===== src/rtl/beamformer_pkg.sv =====
// Constants and state encodings shared between the UART word receiver and the TX readout.
package beamformer_pkg;

  localparam int unsigned WORD_BYTES   = 5;
  localparam int unsigned WORD_W       = 8 * WORD_BYTES;
  localparam int unsigned NUM_WORDS    = 540;
  localparam int unsigned ADDR_W       = 10;
  localparam int unsigned CLKS_PER_BIT = 868;

  typedef enum logic [1:0] {
    BitIdle,
    BitStart,
    BitData,
    BitStop
  } bit_state_e;

  typedef enum logic [1:0] {
    WordDisarmed,
    WordRecv,
    WordDone
  } word_state_e;

endpackage


===== src/rtl/uart_rx_byte.sv =====
// 8N1 byte receiver: rx synchroniser, baud counter and bit FSM.
// Emits one-cycle byte_valid (good stop bit) or byte_err (stop bit low) pulses.
module uart_rx_byte #(
  parameter int unsigned CLKS_PER_BIT = beamformer_pkg::CLKS_PER_BIT
) (
  input  logic       clk,
  input  logic       rst_n,
  input  logic       rx,
  output logic [7:0] byte_data,
  output logic       byte_valid,
  output logic       byte_err
);
  import beamformer_pkg::*;

  localparam int unsigned CntW = $clog2(CLKS_PER_BIT);

  bit_state_e    state_q;
  logic [CntW-1:0] cnt_q;
  logic [2:0]    bit_idx_q;
  logic [7:0]    shift_q;
  logic          rx_meta_q, rx_sync_q, rx_prev_q;
  logic          fall;
  logic          half_end, bit_end;

  assign fall     = rx_prev_q & ~rx_sync_q;
  assign half_end = (cnt_q == CntW'(CLKS_PER_BIT / 2 - 1));
  assign bit_end  = (cnt_q == CntW'(CLKS_PER_BIT - 1));

  always_ff @(posedge clk or negedge rst_n) begin
    if (!rst_n) begin
      // Idle line is high; presetting avoids a false start edge out of reset.
      rx_meta_q  <= 1'b1;
      rx_sync_q  <= 1'b1;
      rx_prev_q  <= 1'b1;
      state_q    <= BitIdle;
      cnt_q      <= '0;
      bit_idx_q  <= '0;
      shift_q    <= '0;
      byte_data  <= '0;
      byte_valid <= 1'b0;
      byte_err   <= 1'b0;
    end else begin
      rx_meta_q  <= rx;
      rx_sync_q  <= rx_meta_q;
      rx_prev_q  <= rx_sync_q;
      byte_valid <= 1'b0;
      byte_err   <= 1'b0;
      unique case (state_q)
        BitIdle: begin
          if (fall) begin
            state_q <= BitStart;
            cnt_q   <= '0;
          end
        end
        BitStart: begin
          if (half_end) begin
            cnt_q     <= '0;
            bit_idx_q <= '0;
            state_q   <= rx_sync_q ? BitIdle : BitData;
          end else begin
            cnt_q <= cnt_q + 1'b1;
          end
        end
        BitData: begin
          if (bit_end) begin
            cnt_q     <= '0;
            shift_q   <= {rx_sync_q, shift_q[7:1]};
            bit_idx_q <= bit_idx_q + 3'd1;
            if (bit_idx_q == 3'd7) state_q <= BitStop;
          end else begin
            cnt_q <= cnt_q + 1'b1;
          end
        end
        BitStop: begin
          if (bit_end) begin
            cnt_q      <= '0;
            byte_data  <= shift_q;
            byte_valid <= rx_sync_q;
            byte_err   <= ~rx_sync_q;
            state_q    <= fall ? BitStart : BitIdle;
          end else begin
            cnt_q <= cnt_q + 1'b1;
          end
        end
        default: state_q <= BitIdle;
      endcase
    end
  end

endmodule


===== src/rtl/uart_word_rx.sv =====
// UART word loader: packs 8N1 bytes LSB-first into words and writes them to a word RAM.
// Optional partial-word timeout enabled by defining UART_WORD_RX_TIMEOUT_EN.
module uart_word_rx #(
  parameter int unsigned CLKS_PER_BIT = beamformer_pkg::CLKS_PER_BIT,
  parameter int unsigned WORD_BYTES   = beamformer_pkg::WORD_BYTES,
  parameter int unsigned NUM_WORDS    = beamformer_pkg::NUM_WORDS,
  parameter int unsigned ADDR_W       = beamformer_pkg::ADDR_W
) (
  input  logic                    clk,
  input  logic                    rst_n,
  input  logic                    rx,
  input  logic                    start,
  output logic [ADDR_W-1:0]       ram_addr,
  output logic [8*WORD_BYTES-1:0] ram_data,
  output logic                    ram_wren,
  output logic                    busy,
  output logic                    done,
  output logic                    frame_err,
  output logic [ADDR_W-1:0]       word_count
);
  import beamformer_pkg::*;

  localparam int unsigned WordW = 8 * WORD_BYTES;
  localparam int unsigned IdxW  = (WORD_BYTES > 1) ? $clog2(WORD_BYTES) : 1;

  logic [7:0]       byte_data;
  logic             byte_valid, byte_err;
  word_state_e      state_q;
  logic [IdxW-1:0]  idx_q;
  logic [WordW-1:0] word_q, word_next;
  logic             tmo_hit;

  uart_rx_byte #(
    .CLKS_PER_BIT(CLKS_PER_BIT)
  ) u_rx_byte (
    .clk       (clk),
    .rst_n     (rst_n),
    .rx        (rx),
    .byte_data (byte_data),
    .byte_valid(byte_valid),
    .byte_err  (byte_err)
  );

  always_comb begin
    word_next = word_q;
    word_next[8*idx_q +: 8] = byte_data;
  end

`ifdef UART_WORD_RX_TIMEOUT_EN
  localparam int unsigned TmoCycles = 20 * CLKS_PER_BIT;
  localparam int unsigned TmoW      = $clog2(TmoCycles);

  logic [TmoW-1:0] tmo_cnt_q;
  logic            tmo_run;

  assign tmo_run = (state_q == WordRecv) && (idx_q != '0) && !start;
  assign tmo_hit = tmo_run && !byte_valid && !byte_err &&
                   (tmo_cnt_q == TmoW'(TmoCycles - 1));

  always_ff @(posedge clk or negedge rst_n) begin
    if (!rst_n) begin
      tmo_cnt_q <= '0;
    end else if (!tmo_run || byte_valid || byte_err || tmo_hit) begin
      tmo_cnt_q <= '0;
    end else begin
      tmo_cnt_q <= tmo_cnt_q + 1'b1;
    end
  end
`else
  assign tmo_hit = 1'b0;
`endif

  always_ff @(posedge clk or negedge rst_n) begin
    if (!rst_n) begin
      state_q    <= WordDisarmed;
      idx_q      <= '0;
      word_q     <= '0;
      ram_addr   <= '0;
      ram_data   <= '0;
      ram_wren   <= 1'b0;
      busy       <= 1'b0;
      done       <= 1'b0;
      frame_err  <= 1'b0;
      word_count <= '0;
    end else begin
      ram_wren <= 1'b0;
      if (start) begin
        // Start wins over any byte completing this cycle.
        state_q    <= WordRecv;
        busy       <= 1'b1;
        done       <= 1'b0;
        frame_err  <= 1'b0;
        idx_q      <= '0;
        ram_addr   <= '0;
        word_count <= '0;
      end else begin
        unique case (state_q)
          WordDisarmed: ;
          WordRecv: begin
            if (ram_wren) begin
              word_count <= word_count + 1'b1;
              if (ram_addr == ADDR_W'(NUM_WORDS - 1)) begin
                state_q <= WordDone;
                busy    <= 1'b0;
                done    <= 1'b1;
              end else begin
                ram_addr <= ram_addr + 1'b1;
              end
            end
            if (byte_valid) begin
              if (idx_q == IdxW'(WORD_BYTES - 1)) begin
                ram_wren <= 1'b1;
                ram_data <= word_next;
                idx_q    <= '0;
              end else begin
                word_q <= word_next;
                idx_q  <= idx_q + 1'b1;
              end
            end else if (byte_err || tmo_hit) begin
              frame_err <= 1'b1;
              idx_q     <= '0;
            end
          end
          WordDone: ;
          default: state_q <= WordDisarmed;
        endcase
      end
    end
  end

endmodule


===== config.mk =====
export PLATFORM = sky130hd
export DESIGN_NAME = uart_word_rx
export DESIGN_NICKNAME = d
export VERILOG_FILES = /design/src/rtl/beamformer_pkg.sv /design/src/rtl/uart_rx_byte.sv /design/src/rtl/uart_word_rx.sv
export SDC_FILE = /design/constraint.sdc
export NUM_CORES = 1
export LEC_CHECK = 0
export ABC_AREA = 1
export ABC_CLOCK_PERIOD_IN_PS = 1950
export CORE_MARGIN = 2
export CORE_UTILIZATION = 40
export DETAILED_ROUTE_END_ITERATION = 6
export DONT_BUFFER_PORTS = 1
export PLACE_DENSITY = 0.53
export SKIP_LAST_GASP = 1
export SYNTH_ARGS = -nofsm -noshare
export SYNTH_HDL_FRONTEND = slang
export SYNTH_SLANG_ARGS = --single-unit

===== constraint.sdc =====
create_clock -name clk -period 1.95 [get_ports clk]
set_input_delay 0.39 -clock clk [delete_from_list [all_inputs] [get_ports clk]]
set_output_delay 0.39 -clock clk [all_outputs]
set_load 0.02 [all_outputs]

==> impl_metrics.tcl <==
set metrics [dict create \
    r2r_end "word_q[24]" \
    worst_slew_pin_slew_ns 0.4150 \
    grt_usage 0.1811 \
    final_cell_mix "275 x nand2_1, 142 x dfrtp_1, 90 x inv_1" \
    p_leak_nw 3.883 \
    p_int_mw 5.308 \
    rr_worst_depth 10 \
    syn_to_final_growth_pct 17.04 \
    synth_area_leaders "dfrtp_1 50%, nand2_1 15%, o21ai_0 6.6%, inv_1 4.9%, ha_1 3.4%" \
    synth-seq-area-share 0.5131 \
    vias 5650 \
    cp_data_required_time_ns 2.28 \
    pwr-share-comb 0.098 \
    cts.sinks 145 \
    grt_pass1_wl_um 26810 \
    yosysWarnings 0 \
    hold_path_class "input pin to asynchronous set/reset pin" \
    drt_wl_total_um 16390 \
    swShare 0.2522 \
    fmax_mhz 546.9 \
    path_max_fanout 32 \
    die_w_um 137.0 \
    synth_top_area_cell "dfrtp_1" \
    rr_startpoint "idx_q[0]" \
    synth_fp_nets 882 \
    final_common_cell "nand2_1" \
    cts_tree "done" \
    final_core_util 0.4790 \
    grt_pass1_vias 5402 \
    period_share 0.9377 \
    grt_max_degree 146 \
    setup_violations 0 \
    path_depth 10 \
    powerDensity_mw_per_mm2 856.8 \
    detail-route-antenna-nets 0 \
    finalMaxSlewViolations 0 \
    max-clock-path-buffers 2 \
    critPathKind "flop to flop" \
    crit_path_max_incr_delay_ns 0.41 \
    crit_top_cell "nor2_1" \
    syn-cell-area_mm2 0.007079 \
    layout-drive-gt1-share 0.1389 \
    cp-start-kind "flop" \
    worstPathArrival_ns 2.16 \
    hold_ws_ns -0.3349 \
    cts_max_level 4 \
    core_region_area_mm2 0.01730 \
    slowest_stage "dfrtp_1" \
    die_h_um 137.0 \
    slew_headroom 0.7233 \
    initial_core_util 0.4093 \
    skew_ns 0.006561 \
    worstSkewPairLatency_ns 0.42 \
    drt-initial-drc-count 421 \
    ys_types 36 \
    core.rowCount 48 \
    hold_buffers 1 \
    antenna_cells 0 \
    min_period_ns 1.828 \
    worstPathCellList "inv_6, ha_4, buf_4, ha_1, nor2_1, nand2_1, inv_2, buf_12, nor2_1, a31oi_1" \
    cp.buffers_inverters 4 \
    switching_power_mw 1.791 \
    crit_family "buffers and inverters" \
    fin_setup_tns_ns 0 \
    synthCells 859 \
    cts-root-buf "clkbuf_16" \
    firstDrtPassIters 5 \
    syn_avg_cell_area_um2 8.241 \
    worst_setup_path_end_kind "flop" \
    ys_ff_latch 145 \
    overflow 0 \
    p_total_mw 7.099 \
    run_status "complete, but fails checks" \
    cts.clk_slew.worst_paths_ns 0.06 \
    portBuffers 0 \
    drc 0 \
    routedWlPerCell_um 14.48 \
    antenna_found_initial 0 \
    max-vdd-ir-drop_mv 0.6129 \
    ios 68 \
    hold_violations 142 \
    violations "negative hold slack" \
    r2r_slack_ns 0.12 \
    critPathLaunch "idx_q[0]" \
    cts_buffers 17 \
    drv_cap 0 \
    gp_congestion 0.8237 \
    clockPowerShare 0.462 \
    dp_hpwl_um 11040 \
    pwr-share-seq 0.440 \
    die_area_mm2 0.01878 \
    yosysTopAreaCellShare 0.5019 \
    final_nets 917 \
    avgViaCountPerCell 4.991 \
]
power by group through the flow:
stage	combinational (mW)	clock [mW]	sequential, mW
after floorplan	0.467	0	3.17
after global placement	0.644	0	3.17
after detailed placement	0.673	0	3.18
after CTS	0.683	3.33	3.12
after global routing	0.793	3.49	3.13
final	0.698	3.28	3.12
cell usage after synthesis:
cell	instances
nand3b_1	2
o22ai_1	1
a21oi_1	15
nor2_2	3
buf_1	2
buf_4	4
nand3_4	1
nand4_4	1
clkbuf_1	7
o21ai_2	15
a31oi_1	8
o21bai_1	2
nor3_2	1
nand3_1	39
nor3_1	8
ha_1	19
inv_2	3
nor2_1	49
buf_6	5
inv_6	2
nor2_4	2
xnor2_1	2
dfstp_2	3
nand4_1	24
o211ai_1	1
o21ai_0	94
o21ai_1	9
nand2_1	275
inv_1	92
dfrtp_1	142
nor3b_1	1
buf_2	13
xor2_1	8
or2_2	1
nor3_4	1
nand2_2	4
through the flow:
| step | setup WS, ns | cells | hold WS, ns | instance area [µm²] |
|---|---|---|---|---|
| floorplan | 0.0008573 | 859 | 0.09441 | 7086 |
| global placement | 0.01255 | 1093 | 0.09878 | 7528 |
| detailed placement | -0.07347 | 1093 | 0.1007 | 7528 |
| CTS | 0.01787 | 1129 | -0.3442 | 8155 |
| global route | -0.01618 | 1132 | -0.3561 | 8285 |
| finish | 0.1215 | 1132 | -0.3349 | 8285 |
worst reg2reg max path: stages, from the launching register on:
cell,delay (ns)
dfrtp_1,0.41
inv_6,0.05
ha_4,0.17
buf_4,0.13
ha_1,0.20
nor2_1,0.15
nand2_1,0.13
inv_2,0.12
buf_12,0.17
nor2_1,0.06
a31oi_1,0.15
worst max path at each step:
stage	end	slack [ns]
6_report	word_q[24]	0.12
5_1_grt	ram_data[39]	-0.02
4_1_cts	ram_data[35]	0.02
3_5_place_dp	word_q[27]	-0.07
3_3_place_gp	word_q[28]	0.01
2_1_floorplan	ram_data[32]	0.0009
layout make-up:
class,instances,area (µm²)
sequential,145,3632
clock inverter,10,137.6
clock buffer,22,444.2
inverter,97,377.9
timing repair buffer,46,430.4
tap,225,281.5
multi-input combinational,587,2982
fill,1652,9011
flip-flops by register name, summed over array words and instances (netlist names), named ones only:
signal and cells:
frame_err 1, idx_q 3, u_rx_byte.bit_idx_q 3, u_rx_byte.rx_sync_q 1, ram_addr 10, u_rx_byte.byte_valid 1, u_rx_byte.rx_meta_q 1, ram_wren 1
state_q 2, busy 1, u_rx_byte.cnt_q 10, word_q 40, u_rx_byte.state_q 1, u_rx_byte.shift_q 8, u_rx_byte.rx_prev_q 1, u_rx_byte.byte_err 1
done 1, word_count 10, ram_data 40, u_rx_byte.byte_data 8
logic make-up (layout without fill, tap and decap cells):
logic type	after synthesis	in the layout	synth area share
simple gates	412	413	0.2489
xor+xnor	10	10	0.01237
flops	145	145	0.5131
buf+inv	128	175	0.07900
compound gates	145	145	0.1131
fa+ha+maj	19	19	0.03358
routing by layer:
| metal | vias up | track usage | share of wire |
|---|---|---|---|
| met5 | - | 0 | 0 |
| met1 | 2675 | 0.2481 | 0.47 |
| met2 | 126 | 0.2847 | 0.47 |
| met4 | 0 | 0.04811 | 0.011 |
| met3 | 15 | 0.04778 | 0.047 |
| li1 | 2834 | - | - |
repair_timing:
item                       in CTS  in global routing
hold endpoints to repair      146                145
buffers inserted                3                  1
setup endpoints to repair      31                 75
gates resized for setup         3                 36
cloned                          0                  2
pin swaps                       1                  5
No activity file was read; power rests on OpenSTA's default activity.
